[config.mk]
export PLATFORM = sky130hd
export DESIGN_NAME = mem_word_ctrl
export DESIGN_NICKNAME = d
export VERILOG_FILES = /design/src/rtl/mem_word_ctrl.sv
export SDC_FILE = /design/constraint.sdc
export NUM_CORES = 1
export LEC_CHECK = 0
export ABC_AREA = 1
export CAP_MARGIN = 0
export CELL_PAD_IN_SITES_DETAIL_PLACEMENT = 1
export CELL_PAD_IN_SITES_GLOBAL_PLACEMENT = 2
export CORE_ASPECT_RATIO = 2
export CORE_MARGIN = 1.5
export CORE_UTILIZATION = 31
export CTS_BUF_LIST = sky130_fd_sc_hd__clkbuf_16
export CTS_CLUSTER_SIZE = 24
export DETAILED_ROUTE_END_ITERATION = 8
export PLACE_DENSITY = 0.85
export SLEW_MARGIN = 20
export SYNTH_ARGS = -nofsm -noshare
export SYNTH_HDL_FRONTEND = slang
export SYNTH_SLANG_ARGS = --single-unit
[constraint.sdc]
create_clock -name clk -period 4.3 [get_ports clk]
set_input_delay 0.86 -clock clk [delete_from_list [all_inputs] [get_ports clk]]
set_output_delay 0.86 -clock clk [all_outputs]
set_load 0.05 [all_outputs]
[src/rtl/mem_word_ctrl.sv]
// Byte-serial load/store sequencer in front of a byte-wide memory.
// Define MEM_CTRL_ALIGN_CHECK_EN to reject misaligned half/word requests.
module mem_word_ctrl #(
  parameter int ADDR_W = 8,
  parameter int BYTE_W = 8
) (
  input  logic                clk,
  input  logic                rst_n,
  input  logic                req_valid,
  output logic                req_ready,
  input  logic                req_we,
  input  logic [1:0]          req_size,
  input  logic [ADDR_W-1:0]   req_addr,
  input  logic [4*BYTE_W-1:0] req_wdata,
  output logic                resp_valid,
  input  logic                resp_ready,
  output logic [4*BYTE_W-1:0] resp_rdata,
  output logic                resp_err,
  output logic [ADDR_W-1:0]   mem_addr,
  output logic                mem_write_en,
  output logic                mem_read_en,
  output logic [BYTE_W-1:0]   mem_write_in,
  input  logic [BYTE_W-1:0]   mem_read_out
);

  localparam int DATA_W = 4 * BYTE_W;

  typedef enum logic [1:0] {
    IDLE,
    BEAT,
    RESP
  } state_t;

  state_t state, state_nx;

  logic              we_q;
  logic              err_q;
  logic [1:0]        beat_q;
  logic [1:0]        last_q;
  logic [ADDR_W-1:0] addr_q;
  logic [DATA_W-1:0] wdata_q;
  logic [DATA_W-1:0] rdata_q;

  logic              illegal;
  logic              misalign;
  logic              accept;
  logic              beat_last;
  logic [1:0]        last_nx;
  logic [1:0]        beat_nx;
  logic [ADDR_W-1:0] base;
  logic [DATA_W-1:0] wsrc;
  logic              wsel_we;
  logic [ADDR_W-1:0] addr_nx;
  logic              mwe_nx;
  logic              mre_nx;
  logic [BYTE_W-1:0] win_nx;

`ifdef MEM_CTRL_ALIGN_CHECK_EN
  assign misalign = (req_size == 2'd1 && req_addr[0])
                 || (req_size == 2'd2 && req_addr[1:0] != 2'd0);
`else
  assign misalign = 1'b0;
`endif

  assign illegal   = (req_size == 2'd3) || misalign;
  assign accept    = (state == IDLE) && req_valid;
  assign beat_last = (beat_q == last_q);

  always_comb begin
    last_nx = 2'd0;
    unique case (1'b1)
      req_size == 2'd1: last_nx = 2'd1;
      req_size == 2'd2: last_nx = 2'd3;
      default:          last_nx = 2'd0;
    endcase
  end

  always_comb begin
    state_nx = state;
    unique case (state)
      IDLE:    if (req_valid) state_nx = illegal ? RESP : BEAT;
      BEAT:    if (beat_last) state_nx = RESP;
      RESP:    if (resp_ready) state_nx = IDLE;
      default: state_nx = IDLE;
    endcase
  end

  // Memory controls are computed one cycle ahead so they leave a register
  always_comb begin
    beat_nx = (state == IDLE) ? 2'd0 : beat_q + 2'd1;
    base    = (state == IDLE) ? req_addr : addr_q;
    wsel_we = (state == IDLE) ? req_we : we_q;
    wsrc    = (state == IDLE) ? req_wdata : wdata_q;
    addr_nx = '0;
    mwe_nx  = 1'b0;
    mre_nx  = 1'b0;
    win_nx  = '0;
    if (state_nx == BEAT) begin
      addr_nx = base + ADDR_W'(beat_nx);
      mwe_nx  = wsel_we;
      mre_nx  = !wsel_we;
      if (wsel_we)
        win_nx = wsrc[int'(beat_nx)*BYTE_W +: BYTE_W];
    end
  end

  always_ff @(posedge clk or negedge rst_n) begin
    if (!rst_n) state <= IDLE;
    else        state <= state_nx;
  end

  always_ff @(posedge clk or negedge rst_n) begin
    if (!rst_n) begin
      we_q         <= 1'b0;
      err_q        <= 1'b0;
      beat_q       <= 2'd0;
      last_q       <= 2'd0;
      addr_q       <= '0;
      wdata_q      <= '0;
      rdata_q      <= '0;
      mem_addr     <= '0;
      mem_write_en <= 1'b0;
      mem_read_en  <= 1'b0;
      mem_write_in <= '0;
    end else begin
      mem_addr     <= addr_nx;
      mem_write_en <= mwe_nx;
      mem_read_en  <= mre_nx;
      mem_write_in <= win_nx;
      if (accept) begin
        we_q    <= req_we;
        err_q   <= illegal;
        beat_q  <= 2'd0;
        last_q  <= last_nx;
        addr_q  <= req_addr;
        wdata_q <= req_wdata;
        rdata_q <= '0;
      end else if (state == BEAT) begin
        if (!we_q)
          rdata_q[int'(beat_q)*BYTE_W +: BYTE_W] <= mem_read_out;
        beat_q <= beat_q + 2'd1;
      end
    end
  end

  assign req_ready  = (state == IDLE);
  assign resp_valid = (state == RESP);
  assign resp_rdata = rdata_q;
  assign resp_err   = err_q;

endmodule
* Word-level counts from Yosys, hierarchy flattened *
Cells that the tools add are included.
W data, S select, Z words.

word-level totals
  register bits = 98
  input bits = 55
  output and inout bits = 53
  word-level logic and storage cells = 52

cells by class
  add/subtract/negate cells = 3
  equal/unequal tests = 8
  shift operators = 3
  mux-type cells = 21
  reduce and logical (&&, ||, !) cells = 5

operators with widths
  cell                       number
  $mux W32                   4
  $neg A5 Y33                1
  $shift A8 B33 Y32 const A  1
  $shiftx A8 B33 Y32         1
  $bwmux W32                 1
  $mux W8                    4
  $shiftx A32 B6 Y8          1
  $mux W2                    7
  $add A8 B2 Y8              1
  $eq A2 B1 Y1 const B       3
  $eq A2 B2 Y1 const B       3
  $pmux W2 S3                1
  $pmux W2 S2                1
  $mux W1                    3
  $add A2 B1 Y2 const B      1
  $eq A2 B2 Y1               1
  $logic_not A2 Y1           1
  $ne A2 B1 Y1 const B       1
  $reduce_and A2 Y1          1
  $reduce_bool A2 Y1         1
  $logic_and A1 B1 Y1        1
  $logic_not A1 Y1           1

* Logic depth before layout (Yosys ltp) *
  word-level depth = 6
  depth in mapped cells = 14
  mapped depth without buffers = 12

* Least setup slack after synthesis *
OpenSTA, ideal clock, no wires.

  path type = reg-to-reg
  start point = register state[1]
  end point = register mem_addr[6]
  library setup time = 0.114 ns
  data arrival time = 2.042 ns
  required time = 4.186 ns
  path slack = 2.145 ns
  stages on the path, launching flop included = 14
  period minus slack after synthesis = 2.155 ns
  path through = dfrtp_1 > inv_1 > nand2_1 > nand2_1 > clkbuf_1 > inv_1 > ha_1 > fa_1 > nand3_1 > nor2_1 > nand2_1 > nand2_1 > inv_1 > nor2_1

on the way
  cells in the longest elaborated chain, start to end = 4

RTL lines
  what                                                  RTL line    RTL
  start, declared                                       34          state_t state, state_nx;
  start signal, assigned                                109         else state <= state_nx;
  $logic_not A2 Y1, or another cell as far along        80, 90, 91
  $mux W8, or another cell as far along                 91          base = (state == IDLE) ? req_addr : addr_q;
  $add A8 B2 Y8 / $eq A2 B1 Y1 (equally long branches)  99, 98
  $mux W8 *                                             98          if (state_nx == BEAT) begin
  net addr_nx[6]                                        53          logic [ADDR_W-1:0] addr_nx;
  end signal, assigned                                  126         mem_addr <= addr_nx;
  end, declared                                         19          output logic [ADDR_W-1:0] mem_addr,

Mark *: on every way through the listed nets, which the timed path passes. The rest lies on a longest branch.
A chain may end at the register's enable or synchronous reset.

* Worst setup path in the final report *
  start point = register beat_q[0]
  end point = register mem_addr[6]

on the way
  cells in the longest elaborated chain, start to end = 5

RTL lines
  what                                                                   RTL line  RTL
  start, declared                                                        38        logic [1:0] beat_q;
  start signal, assigned                                                 141       beat_q <= beat_q + 2'd1;
  parallel branches: the longest is 4 deep, another holds $add A8 B2 Y8  n/a
  $mux W8 *                                                              98
  net addr_nx[6]                                                         53

Mark *: on every way through the listed nets, which the timed path passes.

==> out/qor.txt <==
run status: completed
CP Data Required Time: 4.58 ns
Hold Fails Final Rpt: 0
Crit Path Max Fanout: 23
LEAKAGE: 2.96 nW
DR DRC count: 0
commonest non-fill, non-tap cell in the layout: nand2_1
Placed Cells: 834
sequential-to-total area share from yosys stat: 0.538
root buf cell: clkbuf_16
core area: 0.0144 mm²
area leader, netlist: dfrtp_1
kind of end point of the critical path: flip-flop
maximum VDD drop: 0.340 mV
port buffer count: 107
Layout area overhead: 36.0%
DR vias/cell: 4.79
die span in y: 174 µm
clk buf depth: 2
Post-Syn Area: 0.00455 mm²
Post-CTS Hold Buffers: 0
worst hold path class: reg -> reg
dpl ws: 1.31 ns
synthesized area per cell: 8.27 µm²
crit share post-route: 0.699
fill count: 1704
Synth top area share: 0.538
main area contributors after synthesis: dfrtp_1 54%, nand2_1 18%, o21ai_0 4.4%, inv_1 3.8%, nor2_1 2.7%
Initial Utilization: 0.317
nets: 717
clk_skew: 0.00706 ns
crit-path max cell delay: 0.81 ns
syn nets: 615
TNS Setup: 0 ns
Slew HR: 0.371
Yosys warnings: 0
Design Power: 4.55 mW
row cnt: 62
drt wl/cell: 16.4 µm
Least-Margin Pin Slew: 0.938 ns
GRT Residual Overflow: 0
total track usage: 0.193
CTS tree: done
largest net degree at the start of global routing: 70
MaxCap Viol Count: 0
clock latency on the worst-skew pair: 0.35 ns
Chip Width: 88.7 µm
CTS clk-pin slew, worst paths: 0.07 ns
CTS buffer count: 9
Post-Route Utilization: 0.432
library cells used by synthesis: 32
drt pass-1 iters: 4
Max stage delay cell, worst path: dfrtp_1
Min Hold Slack: 0.480 ns
post-CTS setup repair buffer count: 0
setup ws final: 1.30 ns
# IOs: 108
Post-Route WL: 13900 µm
first-pass GRT wire length: 22500 µm
cell count after synthesis: 551
synthesized flop and latch total: 98
Critical Path Source Type: flip-flop
most frequent cells in the layout: 222 x nand2_1, 106 x clkdlybuf4s50_1, 98 x dfrtp_1
Final Non-Filler Cells: 850
fin crit period: 3.00 ns
Post-DP HPWL: 10400 µm
layout cells sized above 1: 0.0669
diode count: 0
clock sinks: 98
vias: 4073
Cell Pwr Density: 735 mW/mm²
max-slew violations: 0
Placement Cell Area: 0.00580 mm²
worst-path cell chain: inv_2 > ha_1 > inv_1 > nor2_4 > fa_1 > nand3_1 > nor2_1 > nand2_1 > nand2_1 > inv_1 > nor2_1
design area: 0.00619 mm²
Final ANT Viol Nets: 0
Setup CP Type: reg -> reg
vias in the first global route: 4379
initial drt markers: 176
H-tree Lvls: 3
initial antenna violation count: 0
crit path DAT: 3.29 ns
RSZ-0062 raised after global routing: no
GP Congestion: 0.828
post_cts resized: 0
total die area: 0.0155 mm²
final setup vio count: 0
Fmax achieved: 333 MHz
## worst max-delay path, delay by kind of cell, from the launching register on
family | cells | cell delay (ns)
fa+ha+maj | 2 | 0.70
buf+inv | 3 | 0.51
simple gates | 6 | 0.91
flops | 1 | 0.81
## path summary, 6_finish.rpt
path                               start             end  slack [ns]  cells after the start
setup / recovery               beat_q[0]     mem_addr[6]        1.30                     11
hold / removal             resp_rdata[4]   resp_rdata[4]        0.48                      2
setup reg to reg               beat_q[0]     mem_addr[6]        1.30                     11
hold reg to reg            resp_rdata[4]   resp_rdata[4]        0.48                      2
max in group asynchronous          rst_n    mem_write_en        2.74                      2
min in group asynchronous          rst_n  resp_rdata[25]        0.62                      1
## power breakdown
| group | leakage, nW | switching, mW | internal, mW |
|---|---|---|---|
| sequential | 1.28 | 0.210 | 1.23 |
| combinational | 1.50 | 1.42 | 0.646 |
| clock | 0.182 | 0.359 | 0.686 |
| total | 2.96 | 1.99 | 2.56 |
## layout make-up
cell class	count	area, µm²	share of cell area
Timing Repair Buffer	114	1120	0.181
Multi-Input combinational cell	382	1810	0.292
Inverter	48	180	0.0291
Sequential cell	98	2450	0.396
Tap cell	192	240	0.0388
Clock inverter	7	165	0.0267
Clock buffer	9	225	0.0364
## logic make-up after synthesis
group / Yosys count / synth area share
compound gates: 79 / 0.109
xor+xnor: 3 / 0.00577
fa+ha+maj: 9 / 0.0264
buf+inv: 71 / 0.0643
flops: 98 / 0.538
simple gates: 291 / 0.257
## flip-flops by register name (all words and copies together) (netlist names)
register	cells
addr_q	8
beat_q	2
last_q	2
mem_addr	8
mem_read_en	1
mem_write_en	1
mem_write_in	8
resp_err	1
resp_rdata	32
state	2
wdata_q	32
we_q	1
## metal layers
layer,global-route usage,vias to the layer above,part of all wire
li1,-,1936,-
met1,0.205,1994,0.37
met2,0.350,109,0.55
met3,0.0332,34,0.033
met4,0.101,0,0.048
met5,0,-,0
## cell usage after synthesis
master and instances:
o21ai_1 3, a21oi_1 1, nand2_1 222, buf_6 1
o21ai_4 1, or2_1 1, buf_4 2, o31ai_1 8
xnor2_1 2, inv_2 2, nand2_4 1, o21ai_2 9
clkbuf_1 10, or2_0 1, inv_1 46, buf_2 9
dfrtp_1 98, nor2_2 1, ha_1 8, o21ai_0 40
nand2_2 4, nor2_4 2, nand4_1 2, buf_1 1
and3_1 1, o211ai_1 8, xor2_1 1, fa_1 1
nor2_1 33, nand3_1 23, o22ai_1 8, o221ai_1 1
(Power assumes the default switching activity.)
